[src/rtl/arm_core_pkg.sv]
// Shared constants for the Thumb-2 stage-one front end: condition codes, APSR bit
// positions, IT opcode byte and the 32-bit instruction prefix patterns.
package arm_core_pkg;

  localparam logic [3:0] COND_EQ = 4'h0;
  localparam logic [3:0] COND_NE = 4'h1;
  localparam logic [3:0] COND_CS = 4'h2;
  localparam logic [3:0] COND_CC = 4'h3;
  localparam logic [3:0] COND_MI = 4'h4;
  localparam logic [3:0] COND_PL = 4'h5;
  localparam logic [3:0] COND_VS = 4'h6;
  localparam logic [3:0] COND_VC = 4'h7;
  localparam logic [3:0] COND_HI = 4'h8;
  localparam logic [3:0] COND_LS = 4'h9;
  localparam logic [3:0] COND_GE = 4'hA;
  localparam logic [3:0] COND_LT = 4'hB;
  localparam logic [3:0] COND_GT = 4'hC;
  localparam logic [3:0] COND_LE = 4'hD;
  localparam logic [3:0] COND_AL = 4'hE;

  localparam int unsigned N_BIT = 4;
  localparam int unsigned Z_BIT = 3;
  localparam int unsigned C_BIT = 2;
  localparam int unsigned V_BIT = 1;
  localparam int unsigned Q_BIT = 0;

  localparam logic [7:0] IT_OPCODE = 8'hBF;

  localparam logic [4:0] PFX_32_A = 5'b11101;
  localparam logic [4:0] PFX_32_B = 5'b11110;
  localparam logic [4:0] PFX_32_C = 5'b11111;

  function automatic logic is_32b_first(input logic [15:0] hw);
    return (hw[15:11] == PFX_32_A) || (hw[15:11] == PFX_32_B) || (hw[15:11] == PFX_32_C);
  endfunction

endpackage

[src/rtl/arm_it_cond_eval.sv]
// Combinational evaluator of a 4-bit ARM condition code against the APSR flags.
module arm_it_cond_eval
  import arm_core_pkg::*;
(
  input  logic [3:0] i_cond,
  input  logic [4:0] i_apsr,
  output logic       o_pass
);

  logic w_n, w_z, w_c, w_v, w_unused_q;

  assign w_n        = i_apsr[N_BIT];
  assign w_z        = i_apsr[Z_BIT];
  assign w_c        = i_apsr[C_BIT];
  assign w_v        = i_apsr[V_BIT];
  assign w_unused_q = i_apsr[Q_BIT];

  always_comb begin
    o_pass = 1'b1;
    case (i_cond)
      COND_EQ: o_pass = w_z;
      COND_NE: o_pass = !w_z;
      COND_CS: o_pass = w_c;
      COND_CC: o_pass = !w_c;
      COND_MI: o_pass = w_n;
      COND_PL: o_pass = !w_n;
      COND_VS: o_pass = w_v;
      COND_VC: o_pass = !w_v;
      COND_HI: o_pass = w_c && !w_z;
      COND_LS: o_pass = !(w_c && !w_z);
      COND_GE: o_pass = (w_n == w_v);
      COND_LT: o_pass = (w_n != w_v);
      COND_GT: o_pass = !w_z && (w_n == w_v);
      COND_LE: o_pass = !(!w_z && (w_n == w_v));
      default: o_pass = 1'b1;
    endcase
  end

endmodule

[src/rtl/arm_core_stage1.sv]
// Thumb-2 fetch/decode front end: halfword assembly, APSR flags and, when ARM_CORE_IT_EN
// is defined, IT-block tracking with hint conversion of instructions whose condition fails.
module arm_core_stage1
  import arm_core_pkg::*;
(
  input  logic        i_clk,
  input  logic        i_rst,
  input  logic [15:0] i_inst_hw,
  input  logic [4:0]  i_apsr_we,
  input  logic [4:0]  i_apsr_wdata,
  output logic [31:0] o_inst,
  output logic        o_inst_valid,
  output logic        o_hint_or_exc,
  output logic [3:0]  o_cur_cond,
  output logic [7:0]  o_it_state,
  output logic        o_in_it_blk,
  output logic [4:0]  o_apsr
);

  logic        r_pending;
  logic [15:0] r_hw1;
  logic [31:0] r_inst;
  logic        r_valid;
  logic [4:0]  r_apsr;

  // inst is only rewritten when an instruction completes, so it holds while a half is pending
  always_ff @(posedge i_clk or negedge i_rst) begin
    if (!i_rst) begin
      r_pending <= 1'b0;
      r_hw1     <= 16'h0000;
      r_inst    <= 32'h0000_0000;
      r_valid   <= 1'b0;
    end else if (r_pending) begin
      r_inst    <= {r_hw1, i_inst_hw};
      r_valid   <= 1'b1;
      r_pending <= 1'b0;
    end else if (is_32b_first(i_inst_hw)) begin
      r_hw1     <= i_inst_hw;
      r_pending <= 1'b1;
      r_valid   <= 1'b0;
    end else begin
      r_inst    <= {i_inst_hw, 16'h0000};
      r_valid   <= 1'b1;
    end
  end

  always_ff @(posedge i_clk or negedge i_rst) begin
    if (!i_rst) begin
      r_apsr <= 5'b00000;
    end else begin
      for (int i = 0; i < 5; i++) begin
        if (i_apsr_we[i]) r_apsr[i] <= i_apsr_wdata[i];
      end
    end
  end

  assign o_inst       = r_inst;
  assign o_inst_valid = r_valid;
  assign o_apsr       = r_apsr;

`ifdef ARM_CORE_IT_EN
  logic [7:0] r_it_state;
  logic       w_is_it;
  logic       w_in_it;
  logic       w_pass;

  assign w_in_it = (r_it_state[3:0] != 4'h0);
  // BFx0 has a zero mask and is an ordinary hint, not an IT
  assign w_is_it = r_valid && (r_inst[31:24] == IT_OPCODE) && (r_inst[19:16] != 4'h0);

  always_ff @(posedge i_clk or negedge i_rst) begin
    if (!i_rst) begin
      r_it_state <= 8'h00;
    end else if (w_is_it) begin
      r_it_state <= r_inst[23:16];
    end else if (r_valid && w_in_it) begin
      if (r_it_state[2:0] == 3'b000) r_it_state      <= 8'h00;
      else                           r_it_state[4:0] <= {r_it_state[3:0], 1'b0};
    end
  end

  arm_it_cond_eval u_cond_eval (
    .i_cond (r_it_state[7:4]),
    .i_apsr (r_apsr),
    .o_pass (w_pass)
  );

  assign o_it_state    = r_it_state;
  assign o_cur_cond    = r_it_state[7:4];
  assign o_in_it_blk   = w_in_it;
  assign o_hint_or_exc = r_valid && w_in_it && !w_is_it && !w_pass;
`else
  assign o_it_state    = 8'h00;
  assign o_cur_cond    = 4'h0;
  assign o_in_it_blk   = 1'b0;
  assign o_hint_or_exc = 1'b0;
`endif

endmodule

[config.mk]
export PLATFORM = sky130hd
export DESIGN_NAME = arm_core_stage1
export DESIGN_NICKNAME = d
export VERILOG_FILES = /design/src/rtl/arm_core_pkg.sv /design/src/rtl/arm_it_cond_eval.sv /design/src/rtl/arm_core_stage1.sv
export SDC_FILE = /design/constraint.sdc
export NUM_CORES = 1
export LEC_CHECK = 0
export BUFFER_PORTS_ARGS = -buffer_cell sky130_fd_sc_hd__buf_2
export CAP_MARGIN = 0
export CORE_UTILIZATION = 50
export CTS_BUF_LIST = sky130_fd_sc_hd__clkbuf_4 sky130_fd_sc_hd__clkbuf_8
export DETAILED_ROUTE_END_ITERATION = 8
export PLACE_DENSITY = 0.83
export SYNTH_ARGS = -nofsm -noshare
export SYNTH_HDL_FRONTEND = slang
export SYNTH_SLANG_ARGS = --single-unit
export TNS_END_PERCENT = 50
[constraint.sdc]
create_clock -name i_clk -period 2.2 [get_ports i_clk]
set_clock_uncertainty 0.2 [all_clocks]
set_input_delay 0.44 -clock i_clk [delete_from_list [all_inputs] [get_ports i_clk]]
set_output_delay 0.44 -clock i_clk [all_outputs]
set_load 0.1 [all_outputs]
==> results.json, run 1 <==
{
  "status": "finished with violations",
  "failed_checks": "DRC",
  "final_cell_mix": "buf_2 (65), dfrtp_1 (55), mux2_4 (24)",
  "postCtsSetupRepairBufs": 0,
  "initial_core_util_pct": 53.2,
  "grt_max_degree": 29,
  "critPathSlowestCell": "buf_2",
  "ys.warnings.count": 0,
  "cts_resized": 0,
  "final_common_cell": "buf_2",
  "port_buffers": 65,
  "antenna_found_initial": 0,
  "combPwrFrac_pct": 28.8,
  "max_slew_margin_pct": 56.9,
  "coreArea_mm2": 0.00447,
  "avgRoutedWirePerCell_um": 15.4,
  "hold_buffers": 1,
  "hold_path.class": "input pin to flip-flop",
  "die_h_um": 71.0,
  "leakage_uw": 0.00149,
  "fp.dieW_um": 71.0,
  "clk_latency_ps": 300,
  "tightest_slew_ps": 646,
  "p_sw_share_pct": 35.3,
  "vias": 1412,
  "final_area_mm2": 0.00286,
  "worstSetupPathType": "flip-flop to primary output",
  "ys_seq_area_share_pct": 57.8,
  "irDropWorstVdd_mv": 0.352,
  "cts-root-buf": "clkbuf_8",
  "cts.htree.levels": 2,
  "place_congestion": 0.827,
  "clock-sinks": 55,
  "p_int_uw": 1670,
  "netlist_area_mm2": 0.00238,
  "drt_iter0_drc": 72,
  "arrival_ps": 1120,
  "synth.ff_latch_count": 55,
  "synth_edf_count": 0,
  "pwr-share-clk_pct": 26.1,
  "ant_nets": 0,
  "final_max_slew_viol_count": 0,
  "rsz0062_at_grt": "no",
  "critPathBufInv": 1,
  "seq_power_share_pct": 45.0,
  "grt_pass1_vias": 1374,
  "powerDensity_mw_per_mm2": 902,
  "drive_above_1_share_pct": 57.5,
  "cts_buffers": 5,
  "grt_first_pass_wirelength_mm": 6.94,
  "clk_pin_slew_worst_paths_ps": 90,
  "rows": 24,
  "area_growth_pct": 20.1,
  "syn_inst": 153,
  "ys_types": 19,
  "cts_max_path_buffers": 2,
  "critPathCaptureType": "primary output",
  "finalHoldViolations": 0,
  "wl_mm": 4.29,
  "critPathTopFamily": "buffers and inverters",
  "setup_viol": 0,
  "cpPeakStageDelay_ps": 440,
  "crit_path_cell_trace": "buf_2",
  "grt_use_total_pct": 18.1,
  "crit_path_start_kind": "flip-flop",
  "worstPathRequired_ps": 1560,
  "p_switching_uw": 911,
  "nFillCells": 340,
  "synth_ff_type": "dfrtp_1",
  "viasPerCell": 5.08,
  "finalCritPeriodShare_pct": 80.0,
  "drt-pass1-iter-count": 9,
  "ys_async_sr_fraction_pct": 100,
  "insertedDiodeCount": 0,
  "fmax_ghz": 0.568,
  "hpwl_mm": 3.09,
  "nets": 253,
  "syn_avg_cell_area_um2": 15.6,
  "ios": 80,
  "cap_violations": 0,
  "cp_max_fo": 2,
  "die_area_mm2": 0.00504,
  "dpl_cell_area_mm2": 0.00273,
  "setup_tns_ps": 0,
  "cts_tree": "yes",
  "layout_min_cycle_time_ps": 1760,
  "overflow": 0,
  "drcViolationCount": 10
}
-- per-stage QoR --
stage / utilization [%] / instances / worst slack [ps] / total power, uW / hold slack [ps]
floorplan: - / 166 / 443 / 1800 / -55.6
global placement: 61.1 / 269 / 389 / 1910 / 242
detailed placement: 61.1 / 269 / 347 / 1920 / 252
CTS: 63.9 / 278 / 421 / 2600 / 147
global route: 63.9 / 278 / 382 / 2680 / 157
finish: 63.9 / 278 / 440 / 2580 / 165
-- power by group through the flow --
stage / clock network (uW) / logic, uW / registers, uW
5_1_grt: 737 / 771 / 1170
6_report: 674 / 743 / 1160
3_3_place_gp: 0 / 733 / 1180
4_1_cts: 696 / 747 / 1160
3_5_place_dp: 0 / 745 / 1180
2_1_floorplan: 0 / 299 / 1500
-- cells in the mapped netlist (2+ instances only) --
library cell   n  area [um2]
mux2_2        20         225
nand2b_1       5        31.3
mux2_4        24         360
buf_6          3        33.8
clkbuf_1       2        7.51
o221a_2        2        22.5
buf_2          3        15.0
dfrtp_1       55        1380
buf_4         14         105
a22o_1        15         131
o21ai_0        2        10.0
-- cells by family (layout without fill, tap and decap cells) --
group                  count (synthesis)  count (layout)  share of synthesized area [%]
AO/OA/AOI/OAI                         22              22                           8.04
multiplexers                          44              44                           24.6
buffers and inverters                 23              83                           6.93
flip-flops                            55              55                           57.8
AND/OR/NAND/NOR                        8               8                           2.52
other                                  1              14                          0.157
-- sequential cells by signal, summed over array words and instances, names as in the netlist --
signal and flops:
o_inst 32, r_hw1 16, o_apsr 5, o_inst_valid 1
r_pending 1
-- per-layer routing --
layer	GRT usage [%]	part of all wire, %
met1	25.2	47
met2	28.2	48
met3	4.27	4.7
met4	6.00	0.16
met5	0	0
-- worst paths after layout --
check / start / end / slack (ps) / cells past startpoint
worst min-delay path: i_apsr_wdata[3] / o_apsr[3] / 170 / 2
worst min register to register: r_hw1[13] / r_hw1[13] / 270 / 1
min in group asynchronous: i_rst / o_apsr[3] / 520 / 2
worst max-delay path: o_inst[28] / o_inst[28] / 440 / 1
max in group asynchronous: i_rst / r_hw1[7] / 720 / 3
worst max register to register: r_pending / o_inst[28] / 590 / 3
-- area by class of cell --
type	instances	area (um2)	area share, %
clock buffers	6	82.6	2.89
clock inverters	2	35.0	1.22
inverters	1	3.75	0.131
multi-input cells	88	890	31.1
flip-flops and latches	55	1380	48.1
well taps	52	65.1	2.27
repair buffers	74	408	14.3
Power figures use the tool's default switching activity.
==> inputs of run 2 (changes only) <==
--- a/config.mk
+++ b/config.mk
@@ -7,10 +7,10 @@
 export LEC_CHECK = 0
 export BUFFER_PORTS_ARGS = -buffer_cell sky130_fd_sc_hd__buf_2
 export CAP_MARGIN = 0
-export CORE_UTILIZATION = 50
+export CORE_UTILIZATION = 47
 export CTS_BUF_LIST = sky130_fd_sc_hd__clkbuf_4 sky130_fd_sc_hd__clkbuf_8
 export DETAILED_ROUTE_END_ITERATION = 8
-export PLACE_DENSITY = 0.83
+export PLACE_DENSITY = 0.82
 export SYNTH_ARGS = -nofsm -noshare
 export SYNTH_HDL_FRONTEND = slang
 export SYNTH_SLANG_ARGS = --single-unit
==> constraint.sdc (replaced) <==
create_clock -name i_clk -period 1.6 [get_ports i_clk]
set_clock_uncertainty 0.2 [all_clocks]
set_input_delay 0.32 -clock i_clk [delete_from_list [all_inputs] [get_ports i_clk]]
set_output_delay 0.32 -clock i_clk [all_outputs]
set_load 0.1 [all_outputs]
==> run 2 against run 1 <==
  * The flow now finishes without violations
  * Combinational power grew 55%
  * Worst hold slack lost 130 ps
  * Via count grew 1.6%
  * Power grew 39%
  * Clock-buffer cell count is the same
  * Wire length grew 2.1%
  * Critical path depth grew 3
  * Sequential power grew 40%
  * First-iteration DRC count shrank 6.9%
  * Sequential share of layout area shrank 5.7 points
  * Global-route usage grew 0.11 points
  * Critical endpoint is now r_hw1[9]
==> results.json, run 2 (synthesis results as in run 1) <==
{
  "highest_layer": "met4",
  "cts.htree.levels": 2,
  "postCtsSetupRepairBufs": 0,
  "cpPeakStageDelay_ps": 470,
  "critPathCaptureType": "flip-flop",
  "irDropWorstVdd_mv": 0.661,
  "final_common_cell": "dfrtp_1",
  "ios": 80,
  "clk_pin_slew_worst_paths_ps": 100,
  "clock-sinks": 55,
  "rsz0062_at_grt": "no",
  "cts_tree": "yes",
  "ant_nets": 0,
  "leakage_uw": 0.00161,
  "fin_util_pct": 67.8,
  "arrival_ps": 1570,
  "vias": 1434,
  "final_max_slew_viol_count": 0,
  "setup_viol": 0,
  "fmax_ghz": 0.639,
  "grt_use_total_pct": 18.2,
  "cts_buffers": 5,
  "antenna_found_initial": 0,
  "finalHoldViolations": 0,
  "drt_iter0_drc": 67,
  "drt-pass1-iter-count": 4,
  "grt_first_pass_wirelength_mm": 7.18,
  "place_congestion": 0.741,
  "worstSetupPathType": "flip-flop to flip-flop",
  "cts_max_path_buffers": 2,
  "worstPathRequired_ps": 1600,
  "cts-root-buf": "clkbuf_8",
  "viasPerCell": 4.80,
  "finalCritPeriodShare_pct": 97.8,
  "insertedDiodeCount": 0,
  "powerDensity_mw_per_mm2": 1100,
  "area_growth_pct": 36.3,
  "grt_max_degree": 56,
  "die_area_mm2": 0.00536,
  "avgRoutedWirePerCell_um": 14.6,
  "clk_latency_ps": 310,
  "grt_pass1_vias": 1501,
  "rows": 25,
  "coreArea_mm2": 0.00479,
  "dp_slack_ps": -96.0,
  "wl_mm": 4.38,
  "fin_hold_ws_ps": 30.5,
  "p_total_uw": 3570,
  "cp_max_fo": 12,
  "nets": 259,
  "dpl_cell_area_mm2": 0.00307,
  "initial_core_util_pct": 49.8,
  "die_h_um": 73.2,
  "dr_wl_met3_um": 206,
  "cap_violations": 0,
  "drcViolationCount": 0,
  "hold_path.class": "input pin to flip-flop",
  "final_area_mm2": 0.00325,
  "layout_min_cycle_time_ps": 1560,
  "critPathSlowestCell": "dfrtp_2",
  "status": "completed",
  "final_cell_mix": "dfrtp_1 (54), buf_4 (29), buf_2 (27)",
  "largest_register_ffs": 32,
  "crit_path_start_kind": "flip-flop",
  "drive_above_1_share_pct": 59.1,
  "port_buffers": 65,
  "crit_path_cell_trace": "nor3b_4, inv_2, buf_12, mux2_4",
  "setup_ws_ps": 35.6,
  "fp.dieW_um": 73.2,
  "overflow": 0,
  "hpwl_mm": 3.07,
  "m1WireLength_mm": 1.98,
  "dr_wl_met2_mm": 2.12
}
[run 2: cell types whose count changed in the layout (fill, tap and decap cells not counted), sizes merged]
cell / previous run / this run
buf: 73 / 78
bufinv: 1 / 0
clkbuf: 6 / 7
clkinvlp: 0 / 1
[run 2: layer usage]
metal / global-route usage (%) / vias up
met2: 29.1 / 48
met5: 0 / -
li1: - / 673
met1: 24.0 / 706
met3: 4.28 / 7
met4: 7.19 / 0
[run 2: worst paths after layout]
check                                 from         to  slack [ps]  cells after the start
min                        i_apsr_wdata[1]  o_apsr[1]          30                      2
min reg2reg                      r_hw1[14]  r_hw1[14]         260                      1
max reg2reg                      r_pending   r_hw1[9]          40                      4
min in group asynchronous            i_rst  o_apsr[1]         340                      3
max                              r_pending   r_hw1[9]          40                      4
max in group asynchronous            i_rst  r_pending         610                      3
[run 2: critical path, delay by kind of cell (launching register included)]
kind	cells	cell delay (ps)
simple gates	1	210
buf+inv	2	280
mux	1	300
flops	1	470
[run 2: area by class of cell]
class,instances,area [um2]
clock buffer,6,82.6
clock inverter,2,16.3
fill,336,1540
inverter,1,3.75
multi-input combinational,88,890
sequential,55,1380
tap,67,83.8
timing repair buffer,80,793
[run 2: report_power, final]
| part | total, uW | internal [uW] | switching, uW | leakage [uW] |
|---|---|---|---|---|
| Combinational | 1150 | 395 | 757 | 0.000893 |
| Sequential | 1620 | 1520 | 98.3 | 0.000670 |
| Clock | 801 | 354 | 447 | 0.0000474 |
[run 2: what timing repair did]
action	in CTS	in global routing
setup endpoints to repair	31	4
gates resized for setup	23	2
pin swaps	0	1
hold endpoints to repair	55	0
hold buffers	1	0
[run 2: stage by stage]
step                TNS (ps)  std cells
floorplan              -2280        166
global placement       -1260        290
detailed placement     -1970        290
CTS                        0        299
global route               0        299
finish                     0        299
==> inputs of run 3 (changes only) <==
--- a/config.mk
+++ b/config.mk
@@ -10,7 +10,7 @@
 export CORE_UTILIZATION = 47
 export CTS_BUF_LIST = sky130_fd_sc_hd__clkbuf_4 sky130_fd_sc_hd__clkbuf_8
 export DETAILED_ROUTE_END_ITERATION = 8
-export PLACE_DENSITY = 0.82
+export PLACE_DENSITY = 0.78
 export SYNTH_ARGS = -nofsm -noshare
 export SYNTH_HDL_FRONTEND = slang
 export SYNTH_SLANG_ARGS = --single-unit
==> run 3 against run 2 <==
  * Sequential power barely moved
  * Global-route usage rose by 0.16 points
  * Sequential share of layout area fell by 0.29 points
  * Worst setup slack improved by 8.4 ps
  * Flip-flop and latch count did not move
  * Wire length rose by 5.5%
  * Design area rose by 0.69%
  * Clock power rose by 12%
  * Cell count fell by 1.0%
  * Power rose by 3.0%
  * Register-to-register slack barely moved
  * Die area did not move
  * Largest power group unchanged
==> results.json, run 3 (synthesis results as in run 1) <==
{
  "status": "completed",
  "die_area_mm2": 0.00536,
  "drt_iter0_drc": 53,
  "irDropWorstVdd_mv": 0.663,
  "ant_nets": 0,
  "port_buffers": 65,
  "grt_max_degree": 56,
  "rows": 25,
  "cap_violations": 0,
  "cts_buffers": 5,
  "arrival_ps": 1550,
  "grt_use_total_pct": 18.4,
  "nFillCells": 331,
  "drt-pass1-iter-count": 4,
  "crit_path_start_kind": "flip-flop",
  "layout_min_cycle_time_ps": 1560,
  "p_switching_uw": 1280,
  "final_common_cell": "dfrtp_1",
  "clk_pin_slew_worst_paths_ps": 100,
  "cp-startpoint": "r_pending",
  "finalHoldViolations": 0,
  "area_growth_pct": 37.2,
  "initial_core_util_pct": 49.8,
  "final_max_slew_viol_count": 0,
  "setup_ws_ps": 44.1,
  "final_cell_mix": "dfrtp_1 (54), buf_2 (27), buf_4 (26)",
  "hold_path.class": "input pin to flip-flop",
  "nets": 257,
  "vias": 1433,
  "timing.rr.start": "r_pending",
  "seqCellArea_mm2": 0.00138,
  "cts-root-buf": "clkbuf_8",
  "wl_mm": 4.61,
  "finalCritPeriodShare_pct": 97.2,
  "fmax_ghz": 0.643,
  "pwr-share-clk_pct": 24.4,
  "fp.dieW_um": 73.2,
  "grt_first_pass_wirelength_mm": 7.20,
  "postCtsSetupRepairBufs": 0,
  "viasPerCell": 4.84,
  "clock-sinks": 55,
  "critPathCaptureType": "flip-flop",
  "p_sw_share_pct": 34.8,
  "seq_power_share_pct": 44.1,
  "avgRoutedWirePerCell_um": 15.6,
  "fin_hold_ws_ps": 38.0,
  "fin_util_pct": 68.3,
  "ios": 80,
  "p_int_uw": 2400,
  "hold_start": "i_apsr_wdata[2]",
  "multiInputGateArea_um2": 890,
  "dp_slack_ps": -51.7,
  "cp_max_fo": 10,
  "cts_max_path_buffers": 2,
  "grt_pass1_vias": 1393,
  "worstSetupPathType": "flip-flop to flip-flop",
  "clk_latency_ps": 300,
  "combPwrFrac_pct": 31.5,
  "setup_tns_ps": 0,
  "overflow": 0,
  "r2r_setup_slack_ps": 40,
  "die_h_um": 73.2,
  "largest_register_ffs": 32,
  "coreArea_mm2": 0.00479,
  "drcViolationCount": 0,
  "worstReg2RegEnd": "o_inst[26]",
  "setup_viol": 0,
  "leakage_uw": 0.00161,
  "drive_above_1_share_pct": 58.5,
  "insertedDiodeCount": 0,
  "powerDensity_mw_per_mm2": 1130,
  "antenna_found_initial": 0,
  "hold_depth": 2,
  "cts.htree.levels": 2,
  "worstPathRequired_ps": 1590,
  "place_congestion": 0.708,
  "rsz0062_at_grt": "yes",
  "p_total_uw": 3680,
  "hpwl_mm": 3.23,
  "r2r_cells": 3,
  "cts_tree": "yes",
  "hold_end": "o_apsr[2]"
}
## run 3: cell type report
cell class,instances,area share [%]
clock buffer,6,2.33
clock inverter,1,0.918
inverter,1,0.115
timing repair buffer,78,24.7
multi-input combinational,88,27.2
sequential,55,42.1
tap,67,2.56
## run 3: through the flow
stage,cells,instance area (um2)
2_1_floorplan,166,2440
6_report,296,3270
3_5_place_dp,288,3110
3_3_place_gp,288,3110
4_1_cts,296,3270
5_1_grt,296,3270
## run 3: worst max-delay path by stage
stage | end | slack [ps]
after floorplan | o_inst[16] | -100
after global placement | r_hw1[1] | -30
after detailed placement | r_hw1[12] | -50
after CTS | o_inst[2] | 2
after global routing | o_inst[27] | -3
final | o_inst[26] | 40
## run 3: power by group through the flow
stage	Clock, uW	Combinational [uW]	Sequential (uW)
2_1_floorplan	0	414	2060
3_3_place_gp	0	1130	1640
3_5_place_dp	0	1150	1640
6_report	897	1160	1620
5_1_grt	977	1200	1640
4_1_cts	913	1170	1620
## run 3: timing repair
item                                    in CTS  in global routing
hold endpoints to repair                    55                  0
pin swaps                                    0                  1
endpoints found under the setup margin      24                 17
hold buffers                                 1                  0
gates resized for setup                     18                  1
cloned                                       0                  0
## run 3: metal layers
metal	track usage, %	vias to the layer above	part of all wire [%]
met5	0	-	0
li1	-	664	-
met4	6.54	0	1.4
met3	4.70	6	4.7
met2	27.0	48	46
met1	26.4	715	47
## run 3: worst max-delay path: stages, from the launching register on
cell     delay (ps)
dfrtp_2         420
buf_4           210
mux2_2          360
mux2_4          260
